<file path="src/rtl/icache_fill_unit_pkg.sv">
// Shared types and geometry for the icache miss/fill path.
package icache_fill_unit_pkg;

  localparam int PA_WIDTH                  = 34;
  localparam int ICACHE_BLOCK_OFFSET_WIDTH = 5;
  localparam int ICACHE_INDEX_WIDTH        = 7;
  localparam int ICACHE_TAG_WIDTH          = PA_WIDTH - ICACHE_INDEX_WIDTH - ICACHE_BLOCK_OFFSET_WIDTH;
  localparam int ICACHE_ASSOC              = 2;
  localparam int ICACHE_WAY_WIDTH          = $clog2(ICACHE_ASSOC);
  localparam int ICACHE_FETCH_WIDTH        = 16;
  localparam int ICACHE_BLOCK_SIZE         = 1 << ICACHE_BLOCK_OFFSET_WIDTH;
  localparam int ICACHE_BEATS_PER_BLOCK    = ICACHE_BLOCK_SIZE / ICACHE_FETCH_WIDTH;
  localparam int ICACHE_BEAT_INDEX_WIDTH   = $clog2(ICACHE_BEATS_PER_BLOCK);
  localparam int ICACHE_BEAT_DATA_WIDTH    = ICACHE_FETCH_WIDTH * 8;
  localparam int ICACHE_BLOCK_PA_WIDTH     = PA_WIDTH - ICACHE_BLOCK_OFFSET_WIDTH;

  typedef enum logic [1:0] {IDLE, REQ, WAIT, TAG} icache_fill_state_t;

  typedef logic [ICACHE_BLOCK_PA_WIDTH-1:0] icache_block_PA_t;

endpackage

</file>
<file path="src/rtl/icache_fill_unit.sv">
// Icache fill unit: takes one block miss, reads it from L2, writes each
// returning beat into the data array, forwards the critical beat to fetch,
// then installs the tag and signals completion.
module icache_fill_unit
  import icache_fill_unit_pkg::*;
(
  input  logic                                CLK,
  input  logic                                rst,
  input  logic                                miss_valid,
  output logic                                miss_ready,
  input  icache_block_PA_t                    miss_PA_block,
  input  logic [ICACHE_WAY_WIDTH-1:0]         miss_way,
  input  logic [ICACHE_BEAT_INDEX_WIDTH-1:0]  miss_beat,
  output logic                                l2_req_valid,
  input  logic                                l2_req_ready,
  output icache_block_PA_t                    l2_req_PA_block,
  input  logic                                l2_resp_valid,
  input  logic [ICACHE_BEAT_INDEX_WIDTH-1:0]  l2_resp_beat,
  input  logic [ICACHE_BEAT_DATA_WIDTH-1:0]   l2_resp_data,
  output logic                                data_write_valid,
  output logic [ICACHE_INDEX_WIDTH-1:0]       data_write_index,
  output logic [ICACHE_WAY_WIDTH-1:0]         data_write_way,
  output logic [ICACHE_BEAT_INDEX_WIDTH-1:0]  data_write_beat,
  output logic [ICACHE_BEAT_DATA_WIDTH-1:0]   data_write_data,
  output logic                                tag_write_valid,
  output logic [ICACHE_INDEX_WIDTH-1:0]       tag_write_index,
  output logic [ICACHE_WAY_WIDTH-1:0]         tag_write_way,
  output logic [ICACHE_TAG_WIDTH-1:0]         tag_write_tag,
  output logic                                crit_fwd_valid,
  output logic [ICACHE_BEAT_DATA_WIDTH-1:0]   crit_fwd_data,
  output logic                                fill_done,
  output logic                                resp_err
);

  icache_fill_state_t                   state_q, state_d;
  icache_block_PA_t                     block_q;
  logic [ICACHE_WAY_WIDTH-1:0]          way_q;
  logic [ICACHE_BEAT_INDEX_WIDTH-1:0]   crit_q;
  logic [ICACHE_BEATS_PER_BLOCK-1:0]    mask_q, mask_d, beat_bit;
  logic                                 resp_in_wait, dup_beat, accept_miss;

  // Response bookkeeping: which beat arrived and whether it was already seen.
  always_comb begin
    beat_bit     = ICACHE_BEATS_PER_BLOCK'(1) << l2_resp_beat;
    resp_in_wait = l2_resp_valid && (state_q == WAIT);
    dup_beat     = resp_in_wait && |(mask_q & beat_bit);
    mask_d       = resp_in_wait ? (mask_q | beat_bit) : mask_q;
    accept_miss  = (state_q == IDLE) && miss_valid;
  end

  // State register.
  always_ff @(posedge CLK or posedge rst) begin
    if (rst) state_q <= IDLE;
    else     state_q <= state_d;
  end

  // Next-state: the beat arriving this cycle counts toward completion.
  always_comb begin
    state_d = state_q;
    case (state_q)
      IDLE:    if (miss_valid)   state_d = REQ;
      REQ:     if (l2_req_ready) state_d = WAIT;
      WAIT:    if (&mask_d)      state_d = TAG;
      TAG:                       state_d = IDLE;
      default:                   state_d = IDLE;
    endcase
  end

  // Miss fields latch on acceptance; beat mask restarts with each fill.
  always_ff @(posedge CLK or posedge rst) begin
    if (rst) begin
      block_q <= '0;
      way_q   <= '0;
      crit_q  <= '0;
      mask_q  <= '0;
    end else if (accept_miss) begin
      block_q <= miss_PA_block;
      way_q   <= miss_way;
      crit_q  <= miss_beat;
      mask_q  <= '0;
    end else if (resp_in_wait) begin
      mask_q  <= mask_d;
    end
  end

  // Outputs: control from state, array writes/forward straight from the response.
  // Data buses are zeroed when their valid is low so nothing stale leaks out.
  always_comb begin
    miss_ready       = (state_q == IDLE);
    l2_req_valid     = (state_q == REQ);
    l2_req_PA_block  = block_q;

    data_write_valid = resp_in_wait;
    data_write_index = block_q[ICACHE_INDEX_WIDTH-1:0];
    data_write_way   = way_q;
    data_write_beat  = resp_in_wait ? l2_resp_beat : '0;
    data_write_data  = resp_in_wait ? l2_resp_data : '0;

    // Mask guard keeps the forward to one per fill even if the critical beat repeats.
    crit_fwd_valid   = resp_in_wait && (l2_resp_beat == crit_q) && !dup_beat;
    crit_fwd_data    = crit_fwd_valid ? l2_resp_data : '0;

    tag_write_valid  = (state_q == TAG);
    tag_write_index  = block_q[ICACHE_INDEX_WIDTH-1:0];
    tag_write_way    = way_q;
    tag_write_tag    = block_q[ICACHE_BLOCK_PA_WIDTH-1:ICACHE_INDEX_WIDTH];
    fill_done        = (state_q == TAG);

    resp_err         = l2_resp_valid && ((state_q != WAIT) || dup_beat);
  end

endmodule
</file>
<file path="config.mk">
export PLATFORM = sky130hd
export DESIGN_NAME = icache_fill_unit
export DESIGN_NICKNAME = d
export VERILOG_FILES = /design/src/rtl/icache_fill_unit_pkg.sv /design/src/rtl/icache_fill_unit.sv
export SDC_FILE = /design/constraint.sdc
export NUM_CORES = 1
export LEC_CHECK = 0
export ABC_AREA = 1
export BUFFER_PORTS_ARGS = -buffer_cell sky130_fd_sc_hd__buf_4
export CAP_MARGIN = 20
export CORE_AREA = 3 3 194 196
export DETAILED_ROUTE_END_ITERATION = 10
export DIE_AREA = 0 0 197 199
export HOLD_SLACK_MARGIN = 0.05
export PLACE_DENSITY = 0.3
export SYNTH_ARGS = -nofsm -noshare
export SYNTH_HDL_FRONTEND = slang
export SYNTH_SLANG_ARGS = --single-unit
</file>
<file path="constraint.sdc">
create_clock -name CLK -period 5.18 [get_ports CLK]
set_clock_uncertainty 0.15 [all_clocks]
set_input_delay 1.036 -clock CLK [delete_from_list [all_inputs] [get_ports CLK]]
set_output_delay 1.036 -clock CLK [all_outputs]
set_load 0.1 [all_outputs]
</file>
* Word-level counts from Yosys, hierarchy flattened *
Index checks and enable logic that the tools add are counted.

operators by class
  equality and inequality tests = 8
  shift operators = 1
  muxes and demuxes = 10
  bitwise logic cells = 2
  reduce and logical (&&, ||, !) cells = 13

operator list
  operator               count
  $mux W128              2
  $mux W2                6
  $pmux W2 S4            1
  $logic_and A1 B1 Y1    6
  $eq A2 B2 Y1 const B   2
  $ne A2 B1 Y1 const B   2
  $ne A2 B2 Y1 const B   2
  $reduce_and A3 Y1      1
  $and A2 B2 Y2          1
  $eq A2 B1 Y1 const B   1
  $logic_not A2 Y1       1
  $or A2 B2 Y2           1
  $reduce_and A2 Y1      1
  $reduce_bool A2 Y1     1
  $reduce_or A2 Y1       1
  $shl A1 B1 Y2 const A  1
  $eq A1 B1 Y1           1
  $logic_not A1 Y1       1
  $logic_or A1 B1 Y1     1
  $mux W1                1

storage, ports and cells
  flip-flop bits (word level) = 35
  bits of input ports = 165
  output and inout bits = 331
  logic and storage cells = 39

* Logic depth before layout (Yosys ltp) *
Gate-level depths: netlist (run 1).

  word-level depth = 7
  depth in mapped cells = 9
  gate-level depth less buffers = 9

* Worst setup path after synthesis (run 1) *
OpenSTA, ideal clock, no wires.

  path kind = input to output
  start point = input port l2_resp_valid
  end point = output port crit_fwd_data[108]
  arrival = 3.257 ns
  required time = 3.994 ns
  setup slack = 0.737 ns
  stages on the path = 6
  path buffers = 2
  path through = nand2_1 inv_2 nand4_2 buf_4 buf_6 nor2_1

between the ends
  longest elaborated chain between the ends = 5
  elaborated cells on any way between the ends = 6
  classes of those cells = mux (1); reduce/logical (5)

RTL lines
  item                   RTL line                 text
  start, declared        icache_fill_unit.sv:17   input logic l2_resp_valid,
  $logic_and A1 B1 Y1 *  icache_fill_unit.sv:45   resp_in_wait = l2_resp_valid && (state_q == WAIT);
  via data_write_valid   icache_fill_unit.sv:20   output logic data_write_valid,
  $logic_and A1 B1 Y1    icache_fill_unit.sv:46   dup_beat = resp_in_wait && |(mask_q & beat_bit);
  $logic_not A1 Y1       icache_fill_unit.sv:100  crit_fwd_valid = resp_in_wait && (l2_resp_beat == crit_q) && !dup_beat;
  $logic_and A1 B1 Y1 *  icache_fill_unit.sv:100
  $mux W128 *            icache_fill_unit.sv:101  crit_fwd_data = crit_fwd_valid ? l2_resp_data : '0;
  end, declared          icache_fill_unit.sv:30   output logic [ICACHE_BEAT_DATA_WIDTH-1:0] crit_fwd_data,

The timed path passes the listed nets; every way through them passes the cells marked *.

* Final worst setup path (run 1) *
  start point = input port l2_resp_beat
  end point = output port crit_fwd_data[107]

between the ends
  longest elaborated chain between the ends = 7
  elaborated cells on any way between the ends = 9
  classes of those cells = eq/ne (1); shift (1); mux (1); bitwise (1); reduce/logical (5)

RTL lines
  item                   RTL line                 text
  start, declared        icache_fill_unit.sv:18   input logic [ICACHE_BEAT_INDEX_WIDTH-1:0] l2_resp_beat,
  $shl A1 B1 Y2          icache_fill_unit.sv:44   beat_bit = ICACHE_BEATS_PER_BLOCK'(1) << l2_resp_beat;
  $and A2 B2 Y2          icache_fill_unit.sv:46
  $reduce_or A2 Y1       icache_fill_unit.sv:46
  $logic_and A1 B1 Y1    icache_fill_unit.sv:46
  $logic_not A1 Y1       icache_fill_unit.sv:100
  $logic_and A1 B1 Y1 *  icache_fill_unit.sv:100
  $mux W128 *            icache_fill_unit.sv:101

Mark *: on every way between the ends. The rest lies on a longest branch, timed or not.

==> impl_results.md, run 1 <==
* Status: finished clean
* Library cells used by synthesis at 20
* Worst-path clk slew at 0.05 ns
* Post-Syn Instances at 628
* DRC violations left at 0
* DRT iter0 DRCs at 176
* Starting Density at 0.0946
* Critical Path AT at 2.72 ns
* Drt first pass iters at 4
* Most common cell after layout, fill and taps aside: buf_4
* First-pass GRT wire length at 33.3 mm
* GRT overflow at 0
* Setup crit end kind: output port
* Clk Tree Root Cell: clkbuf_16
* Setup TNS at 0 ns
* TritonCTS clock tree: yes
* Fin crit share at 0.754
* Top cell type's share of synthesized area at 0.272
* Library cell with the largest summed area after synthesis: nor2_1
* Max incr delay on CP at 0.36 ns
* NumNets Final at 1233
* Worst-Margin Slew at 0.822 ns
* RSZ-0062 raised after global routing: no
* Worst Hold Class: register to register
* Largest net degree at the start of global routing at 129
* Gates resized, CTS repair at 0
* Worst-path cell chain: buf_4, inv_2, nor2_1, nor2_1, nand4_4, buf_12, nor2_2, buf_4
* Slowest-stage cell, CP: nand4_4
* CP Launch Type: input port
* Total GRT Usage at 0.115
* CTS Buf Count at 5
* H-tree levels at 2
* # clock sinks at 35
* Die W at 197 um
* Fin. Hold Viols at 0
* Post-CTS Setup Bufs at 0
* Yosys reg bits at 35
* Die area at 39200 um^2
* Layout cell share with drive strength beyond 1 at 0.491
* WP data required at 3.99 ns
* Input/output buffers at 495
* Core ar. at 36300 um^2
* Initial antenna violation count at 3
* Setup Crit Path Kind: input port to output port
* ANT nets after route at 0
* Max Cap Viol at 0
* Syn Area/Cell at 5.46 um^2
* Yosys warnings at 0
* RD Place Congestion at 0.789
* CP bufs+invs at 4
* Hpwl dp at 21.3 mm
* Hold Buf Count CTS at 0
* Area grow syn2layout at 118%
* Fin crit period at 3.91 ns
* Register area share after synthesis at 0.255
* Max_slew headroom at 0.452
* Die Ht at 199 um
* Worst Path Max Fanout at 78
* Clock Latency Late Sink at 0.28 ns
* Syn nets at 797
* Placement Rows at 70
* CTS Buffer Depth at 2
* Final slew viol count at 0
* Wirelength per Cell at 16.4 um
* Vias in the first global route at 4708
* Util after Layout at 0.207
* Via Count at 5042
* Vias per cell at 3.29
* I/O Pins at 496
* Synth top area cells: nor2_1, dfrtp_1, inv_1
* Most frequent cells in the layout: buf_4, nor2_1, inv_1, nand2_1, dfrtp_1
* Delay-heaviest family, CP: buffers and inverters
* Mapped cell area at 3430 um^2
* Fmax at 256 MHz
* Total routed wirelength at 25.2 mm
* Final Setup Violations at 0
==> routing by layer <==
layer  part of all wire  global-route usage
met5                  0                   0
met4              0.012              0.0227
met3              0.085              0.0308
met2               0.53               0.217
met1               0.37               0.130
==> synthesized netlist by cell type, drive strengths merged <==
master	number
nand2	104
o21ai	1
ha	4
o22ai	1
nand4	1
a31oi	1
inv	142
clkinv	1
nand3	4
clkbuf	8
buf	64
nor2	259
dfrtp	35
a21oi	2
or2	1
==> worst register-to-register path: stages (launching register included) <==
cell,delay [ns]
dfrtp_1,0.39
inv_1,0.08
ha_1,0.25
nand2_1,0.10
clkinv_1,0.27
buf_12,0.28
nand2_1,0.09
nand2_1,0.04
==> metrics by stage <==
stage | cells | worst slack, ns | instance area, um^2 | hold slack [ns]
2_1_floorplan | 628 | 0.737 | 3430 | 0.340
3_3_place_gp | 1524 | 1.22 | 7310 | 0.352
3_5_place_dp | 1525 | 1.21 | 7330 | 0.346
5_1_grt | 1534 | 1.09 | 7490 | 0.387
6_report | 1534 | 1.27 | 7490 | 0.361
4_1_cts | 1533 | 1.22 | 7490 | 0.370
==> sequential cells by signal, indices dropped and copies added (netlist names) <==
| register | count |
|---|---|
| crit_q | 1 |
| data_write_way | 1 |
| l2_req_PA_block | 29 |
| mask_q | 2 |
| state_q | 2 |
==> final cells by class <==
class	count	area (um^2)
Fill cell	4198	28800
Sequential cell	35	876
Timing Repair Buffer	501	3810
Antenna cell	1	2.50
Clock buffer	8	156
Tap cell	468	586
Inverter	143	537
Multi-Input combinational cell	378	1520
==> worst paths after layout <==
kind / from / end / slack [ns] / depth (start not counted)
max in group asynchronous: rst / l2_req_PA_block[8]$_DFFE_PP0P_ / 3.82 / 3
worst max-delay path: l2_resp_beat / crit_fwd_data[107] / 1.27 / 8
min in group asynchronous: rst / l2_req_PA_block[18]$_DFFE_PP0P_ / 0.72 / 3
worst min-delay path: l2_req_PA_block[8]$_DFFE_PP0P_ / l2_req_PA_block[8]$_DFFE_PP0P_ / 0.36 / 2
worst max register to register: state_q[0]$_DFFE_PP0P_ / l2_req_PA_block[15]$_DFFE_PP0P_ / 3.41 / 7
worst min register to register: l2_req_PA_block[8]$_DFFE_PP0P_ / l2_req_PA_block[8]$_DFFE_PP0P_ / 0.36 / 2
==> kinds of logic (layout without fill, tap and decap cells) <==
| logic type | after synthesis | in the layout | share of synthesized area |
|---|---|---|---|
| buf+inv | 215 | 652 | 0.306 |
| other cells | 0 | 1 | 0 |
| simple gates | 369 | 369 | 0.416 |
| compound gates | 5 | 5 | 0.00802 |
| flops | 35 | 35 | 0.255 |
| fa+ha+maj | 4 | 4 | 0.0146 |
Power of run 1 is not shown: default switching activity piles up to over one toggle a cycle in this logic, so the estimate is an artifact.
==> run 2: changes to the inputs <==
--- a/config.mk
+++ b/config.mk
@@ -5,14 +5,14 @@
 export SDC_FILE = /design/constraint.sdc
 export NUM_CORES = 1
 export LEC_CHECK = 0
-export ABC_AREA = 1
+export ABC_AREA = 0
 export BUFFER_PORTS_ARGS = -buffer_cell sky130_fd_sc_hd__buf_4
 export CAP_MARGIN = 20
-export CORE_AREA = 3 3 194 196
+export CORE_AREA = 3 3 189 191
 export DETAILED_ROUTE_END_ITERATION = 10
-export DIE_AREA = 0 0 197 199
+export DIE_AREA = 0 0 192 194
 export HOLD_SLACK_MARGIN = 0.05
-export PLACE_DENSITY = 0.3
+export PLACE_DENSITY = 0.33
 export SYNTH_ARGS = -nofsm -noshare
 export SYNTH_HDL_FRONTEND = slang
 export SYNTH_SLANG_ARGS = --single-unit
==> constraint.sdc (replaced) <==
create_clock -name CLK -period 3.2 [get_ports CLK]
set_clock_uncertainty 0.15 [all_clocks]
set_input_delay 0.64 -clock CLK [delete_from_list [all_inputs] [get_ports CLK]]
set_output_delay 0.64 -clock CLK [all_outputs]
set_load 0.1 [all_outputs]
==> run 2 against run 1 <==
Synthesized cell count down 31%. Area after synthesis up 2.1%. Cell count down 14%. Non-clock buffer count unchanged. Flip-flop and latch count unchanged. Wire length down 8.9%. Global-route usage down 0.19 points. Hold slack worse by 0.033 ns. Clock-buffer cell count unchanged.
==> impl_results.md, run 2 <==
* First-pass GRT wire length at 32.1 mm (was 33.3 mm)
* Syn nets at 602 (was 797)
* Die W at 192 um (was 197 um)
* Post-CTS Setup Bufs at 0 (unchanged)
* Post-synth EDFFs at 0 (unchanged)
* ANT nets after route at 0 (unchanged)
* Final slew viol count at 0 (unchanged)
* RSZ-0062 raised after global routing: no (unchanged)
* Total GRT Usage at 0.113 (was 0.115)
* Clock Latency Late Sink at 0.28 ns (about the same)
* Most common cell in the netlist: and3_1 (was nor2_1)
* WP data required at 2.41 ns (was 3.99 ns)
* Initial antenna violation count at 0 (was 3)
* Critical Path AT at 2.14 ns (was 2.72 ns)
* Die area at 37200 um^2 (was 39200 um^2)
* Gates resized, CTS repair at 0 (unchanged)
* TritonCTS clock tree: yes (unchanged)
* RD Place Congestion at 0.833 (was 0.789)
* Yosys warnings at 0 (unchanged)
* Fin crit period at 2.93 ns
* H-tree levels at 2 (unchanged)
* Register area share after synthesis at 0.250 (was 0.255)
* Drt first pass iters at 4 (unchanged)
* Setup crit end kind: output port (unchanged)
* Die Ht at 194 um (was 199 um)
* Synth top area cells: dfrtp_1, and3_1, and2_1 (was nor2_1, dfrtp_1, inv_1)
* Status: finished clean (unchanged)
* Input/output buffers at 495 (unchanged)
* Max reg flops at 29 (unchanged)
* Fin. Hold Viols at 0 (unchanged)
* CTS Buf Count at 5 (unchanged)
* Setup Crit Path Kind: register to output port (was input port to output port)
* Largest net degree at the start of global routing at 133 (was 129)
* Hold Buf Count CTS at 0 (unchanged)
* Fmax at 341 MHz
* NumNets Final at 1027 (was 1233)
* # clock sinks at 35 (unchanged)
* Most common cell after layout, fill and taps aside: buf_4 (unchanged)
* Total routed wirelength at 22.9 mm (was 25.2 mm)
* Wirelength per Cell at 17.4 um (was 16.4 um)
* Mapped cell area at 3500 um^2 (was 3430 um^2)
* Fillers at 3871 (was 4198)
* Starting Density at 0.102 (was 0.0946)
* Library cell with the largest summed area after synthesis: dfrtp_1 (was nor2_1)
* CTS Buffer Depth at 2 (unchanged)
* I/O Pins at 496 (unchanged)
* Layout cell share with drive strength beyond 1 at 0.631 (was 0.491)
* Setup TNS at 0 ns (unchanged)
* Hpwl dp at 18.5 mm (was 21.3 mm)
* Top cell type's share of synthesized area at 0.250 (was 0.272)
* Final Setup Violations at 0 (unchanged)
* Most frequent cells in the layout: buf_4, and3_1, and2_1, dfrtp_1, mux2_2 (was buf_4, nor2_1, inv_1, nand2_1, dfrtp_1)
* DRT iter0 DRCs at 152 (was 176)
* Max_slew headroom at 0.602 (was 0.452)
* Fin crit share at 0.915
* Clk Tree Root Cell: clkbuf_16 (unchanged)
* Primary FF master, synth: dfrtp_1 (unchanged)
* Worst-path clk slew at 0.06 ns (was 0.05 ns)
* DRC violations left at 0 (unchanged)
* Worst Hold Class: input port to async pin (was register to register)
* Worst-Margin Slew at 0.597 ns (was 0.822 ns)
* Worst Path Max Fanout at 65 (was 78)
* Core ar. at 34300 um^2 (was 36300 um^2)
* Placement Rows at 68 (was 70)
* Via Count at 4643 (was 5042)
* Vias in the first global route at 4666 (was 4708)
* Vias per cell at 3.53 (was 3.29)
* Syn Area/Cell at 8.09 um^2 (was 5.46 um^2)
* Max Cap Viol at 0 (unchanged)
* Area grow syn2layout at 117% (was 118%)
* Top post-synthesis cells by count: and3_1, and2_1, buf_4 (was nor2_1, inv_1, nand2_1)
* Yosys reg bits at 35 (unchanged)
* Post-synth ARST share at 1.00 (unchanged)
* Library cells used by synthesis at 20 (unchanged)
* CP Launch Type: register (was input port)
* Post-Syn Instances at 433 (was 628)
* GRT overflow at 0 (unchanged)
-- run 2: per-layer routing --
layer  GRT usage  share of wire  vias up
met3      0.0291          0.083       20
met4      0.0197          0.014        0
met1       0.126           0.37     2150
met5           0              0        -
met2       0.215           0.53      219
li1            -              -     2254
-- run 2: cells by family (layout without fill, tap and decap cells) --
| group | after synthesis | count (layout) | share of synthesized area |
|---|---|---|---|
| AO/OA/AOI/OAI | 6 | 6 | 0.0154 |
| adder cells (fa/ha/maj) | 4 | 4 | 0.0143 |
| buffers and inverters | 88 | 514 | 0.141 |
| flip-flops | 35 | 35 | 0.250 |
| multiplexers | 34 | 34 | 0.109 |
| other | 0 | 2 | 0 |
| AND/OR/NAND/NOR | 266 | 266 | 0.471 |
-- run 2: critical path, cell delays in order (launching register included) --
cell and delay (ns):
dfrtp_1 0.41, inv_1 0.14, ha_4 0.16, nand2_1 0.15, nor2_4 0.21, buf_12 0.23, and2_1 0.18, buf_4 0.29
-- run 2: final timing paths --
| kind | startpoint | end | slack [ns] | cells after the start |
|---|---|---|---|---|
| worst max-delay path | state_q[0]$_DFFE_PP0P_ | crit_fwd_data[55] | 0.27 | 7 |
| worst min-delay path | rst | l2_req_PA_block[11]$_DFFE_PP0P_ | 0.33 | 3 |
| worst max register to register | state_q[0]$_DFFE_PP0P_ | l2_req_PA_block[17]$_DFFE_PP0P_ | 1.18 | 5 |
| worst min register to register | l2_req_PA_block[22]$_DFFE_PP0P_ | l2_req_PA_block[22]$_DFFE_PP0P_ | 0.39 | 1 |
| max in group asynchronous | rst | l2_req_PA_block[17]$_DFFE_PP0P_ | 2.24 | 3 |
| min in group CLK | l2_req_PA_block[22]$_DFFE_PP0P_ | l2_req_PA_block[22]$_DFFE_PP0P_ | 0.39 | 1 |
-- run 2: metrics by stage --
stage	utilization	setup slack [ns]	hold slack, ns	area (um^2)	cells
2_1_floorplan	-	0.0738	0.354	3500	433
3_3_place_gp	0.217	0.411	0.379	7440	1306
3_5_place_dp	0.217	0.444	0.379	7440	1306
4_1_cts	0.222	0.255	0.340	7600	1314
5_1_grt	0.222	0.144	0.378	7600	1314
6_report	0.222	0.271	0.328	7600	1316
-- run 2: final cells by class --
class                           instances  area (um^2)  area share
Tap cell                              455          569      0.0749
Clock buffer                            8          156      0.0206
Multi-Input combinational cell        310         2150       0.283
Sequential cell                        35          876       0.115
Timing Repair Buffer                  501         3820       0.503
Inverter                                5         18.8     0.00247
Antenna cell                            2         5.00    0.000658
Power of run 2 is left out for the same reason.
==> run 3: changes to the inputs <==
--- a/config.mk
+++ b/config.mk
@@ -8,11 +8,10 @@
 export ABC_AREA = 0
 export BUFFER_PORTS_ARGS = -buffer_cell sky130_fd_sc_hd__buf_4
 export CAP_MARGIN = 20
-export CORE_AREA = 3 3 189 191
+export CORE_AREA = 2 2 194 196
 export DETAILED_ROUTE_END_ITERATION = 10
-export DIE_AREA = 0 0 192 194
+export DIE_AREA = 0 0 196 198
 export HOLD_SLACK_MARGIN = 0.05
-export PLACE_DENSITY = 0.33
 export SYNTH_ARGS = -nofsm -noshare
 export SYNTH_HDL_FRONTEND = slang
 export SYNTH_SLANG_ARGS = --single-unit
==> run 3 against run 2 <==
Cell area increased by 0.59%. Cell count increased by 1.5%. Clock-buffer cell count fell by 2. Die area is 4.2% higher. First-iteration DRC count grew 5.3%. Largest cell class unchanged.
==> impl_results.md, run 3 (synthesis gave the netlist of run 2 again) <==
* Critical Path Source: state_q[0]$_DFFE_PP0P_ (unchanged)
* WP data required at 2.41 ns (about the same)
* Final slew viol count at 0 (unchanged)
* NumNets Final at 1029 (was 1027)
* # clock sinks at 35 (unchanged)
* Worst Hold Class: input port to async pin (unchanged)
* Critical Path AT at 2.13 ns (was 2.14 ns)
* Util after Layout at 0.207 (was 0.222)
* Input/output buffers at 495 (unchanged)
* Layout cell share with drive strength beyond 1 at 0.633 (was 0.631)
* Via Count at 4692 (was 4643)
* Status: finished clean (unchanged)
* CTS Buf Count at 5 (unchanged)
* Setup crit end kind: output port (unchanged)
* First-pass GRT wire length at 25.2 mm (was 32.1 mm)
* Drt first pass iters at 4 (unchanged)
* Clk Tree Root Cell: clkbuf_16 (unchanged)
* Worst-path cell chain: inv_1, ha_4, nand2_1, nor2_4, buf_12, and2_1, buf_4 (unchanged)
* Fin crit period at 2.92 ns (was 2.93 ns)
* Total routed wirelength at 18.7 mm (was 22.9 mm)
* CTS Buffer Depth at 2 (unchanged)
* Max reg flops at 29 (unchanged)
* Fin crit share at 0.911 (was 0.915)
* Placed inst area at 7470 um^2 (was 7440 um^2)
* Largest net degree at the start of global routing at 115 (was 133)
* ANT nets after route at 0 (unchanged)
* Initial antenna violation count at 0 (unchanged)
* Max incr delay on CP at 0.41 ns (about the same)
* Slowest-stage cell, CP: dfrtp_1 (unchanged)
* Gates resized, CTS repair at 0 (unchanged)
* RD Place Congestion at 0.802 (was 0.833)
* Setup TNS at 0 ns (unchanged)
* Hpwl dp at 15.6 mm (was 18.5 mm)
* Worst Reg-to-Reg Cells at 5 (unchanged)
* Worst Path Max Fanout at 75 (was 65)
* Hold Buf Count CTS at 0 (unchanged)
* TritonCTS clock tree: yes (unchanged)
* Fmax at 343 MHz (was 341 MHz)
* Area grow syn2layout at 118% (was 117%)
* Fin. Hold Viols at 0 (unchanged)
* Max Cap Viol at 0 (unchanged)
* Final Setup Violations at 0 (unchanged)
* Wirelength per Cell at 14.0 um (was 17.4 um)
* Max_slew headroom at 0.667 (was 0.602)
* Delay-heaviest family, CP: buffers and inverters (unchanged)
* Worst-path clk slew at 0.06 ns (about the same)
* RSZ-0062 raised after global routing: no (unchanged)
* Setup Crit Path Kind: register to output port (unchanged)
* CP Launch Type: register (unchanged)
* CP bufs+invs at 3 (unchanged)
* Worst-Margin Slew at 0.500 ns (was 0.597 ns)
* Die area at 38800 um^2 (was 37200 um^2)
* Reg2reg setup slack at 1.26 ns (was 1.18 ns)
* Register area at 876 um^2 (unchanged)
* Placement Rows at 71 (was 68)
* Most common cell after layout, fill and taps aside: buf_4 (unchanged)
* Crit path capture: crit_fwd_data[58] (was crit_fwd_data[55])
* H-tree levels at 2 (unchanged)
* Setup ws final at 0.284 ns (was 0.271 ns)
* Vias in the first global route at 4090 (was 4666)
* Reg-to-reg critical path startpoint: state_q[0]$_DFFE_PP0P_ (unchanged)
* DRT iter0 DRCs at 160 (was 152)
* Post-CTS Setup Bufs at 0 (unchanged)
* Dpl ws at 0.406 ns (was 0.444 ns)
* Critical Path Stages at 7 (unchanged)
* Die Ht at 198 um (was 194 um)
* GRT overflow at 0 (unchanged)
* Starting Density at 0.0948 (was 0.102)
* Vias per cell at 3.51 (was 3.53)
* Clock Latency Late Sink at 0.28 ns (about the same)
* I/O Pins at 496 (unchanged)
* Multi-input gate area at 2150 um^2 (unchanged)
* Most frequent cells in the layout: buf_4, and3_1, and2_1, dfrtp_1, mux2_2 (unchanged)
* Die W at 196 um (was 192 um)
* Reg2reg end: state_q[1]$_DFFE_PP0P_ (was l2_req_PA_block[17]$_DFFE_PP0P_)
* Fillers at 4087 (was 3871)
* Core ar. at 37000 um^2 (was 34300 um^2)
* Total GRT Usage at 0.0832 (was 0.113)
* Final instance area at 7650 um^2 (was 7600 um^2)
* DRC violations left at 0 (unchanged)
## run 3: final cells by class
| cell class | instances | area share |
|---|---|---|
| well taps | 474 | 0.0776 |
| clock buffers | 6 | 0.0182 |
| multi-input cells | 310 | 0.282 |
| inverters | 5 | 0.00245 |
| flip-flops and latches | 35 | 0.115 |
| diodes | 1 | 0.000327 |
| repair buffers | 503 | 0.500 |
| clock inverters | 2 | 0.00507 |
## run 3: how the worst min path moves through the flow
stage,from,to,slack (ns),cells after the start
6_report,rst,l2_req_PA_block[28]$_DFFE_PP0P_,0.17,2
5_1_grt,rst,l2_req_PA_block[28]$_DFFE_PP0P_,0.20,2
4_1_cts,rst,l2_req_PA_block[28]$_DFFE_PP0P_,0.18,2
3_5_place_dp,l2_req_PA_block[22]$_DFFE_PP0P_,l2_req_PA_block[22]$_DFFE_PP0P_,0.38,1
3_3_place_gp,l2_req_PA_block[9]$_DFFE_PP0P_,l2_req_PA_block[9]$_DFFE_PP0P_,0.37,1
2_1_floorplan,crit_q$_DFFE_PP0P_,crit_q$_DFFE_PP0P_,0.35,1
## run 3: per-stage QoR
step	hold slack (ns)	instances
2_1_floorplan	0.354	433
3_3_place_gp	0.372	1327
3_5_place_dp	0.379	1327
4_1_cts	0.184	1335
5_1_grt	0.200	1335
6_report	0.167	1336
## run 3: per-layer routing
metal  routed length, um  vias up  GRT usage
met5                   0        -          0
met4                 168        0     0.0118
met3                1470        8     0.0148
met2                9400      242      0.146
met1                7680     2191      0.109
li1                    -     2251          -
Power of run 3 is left out for the same reason.
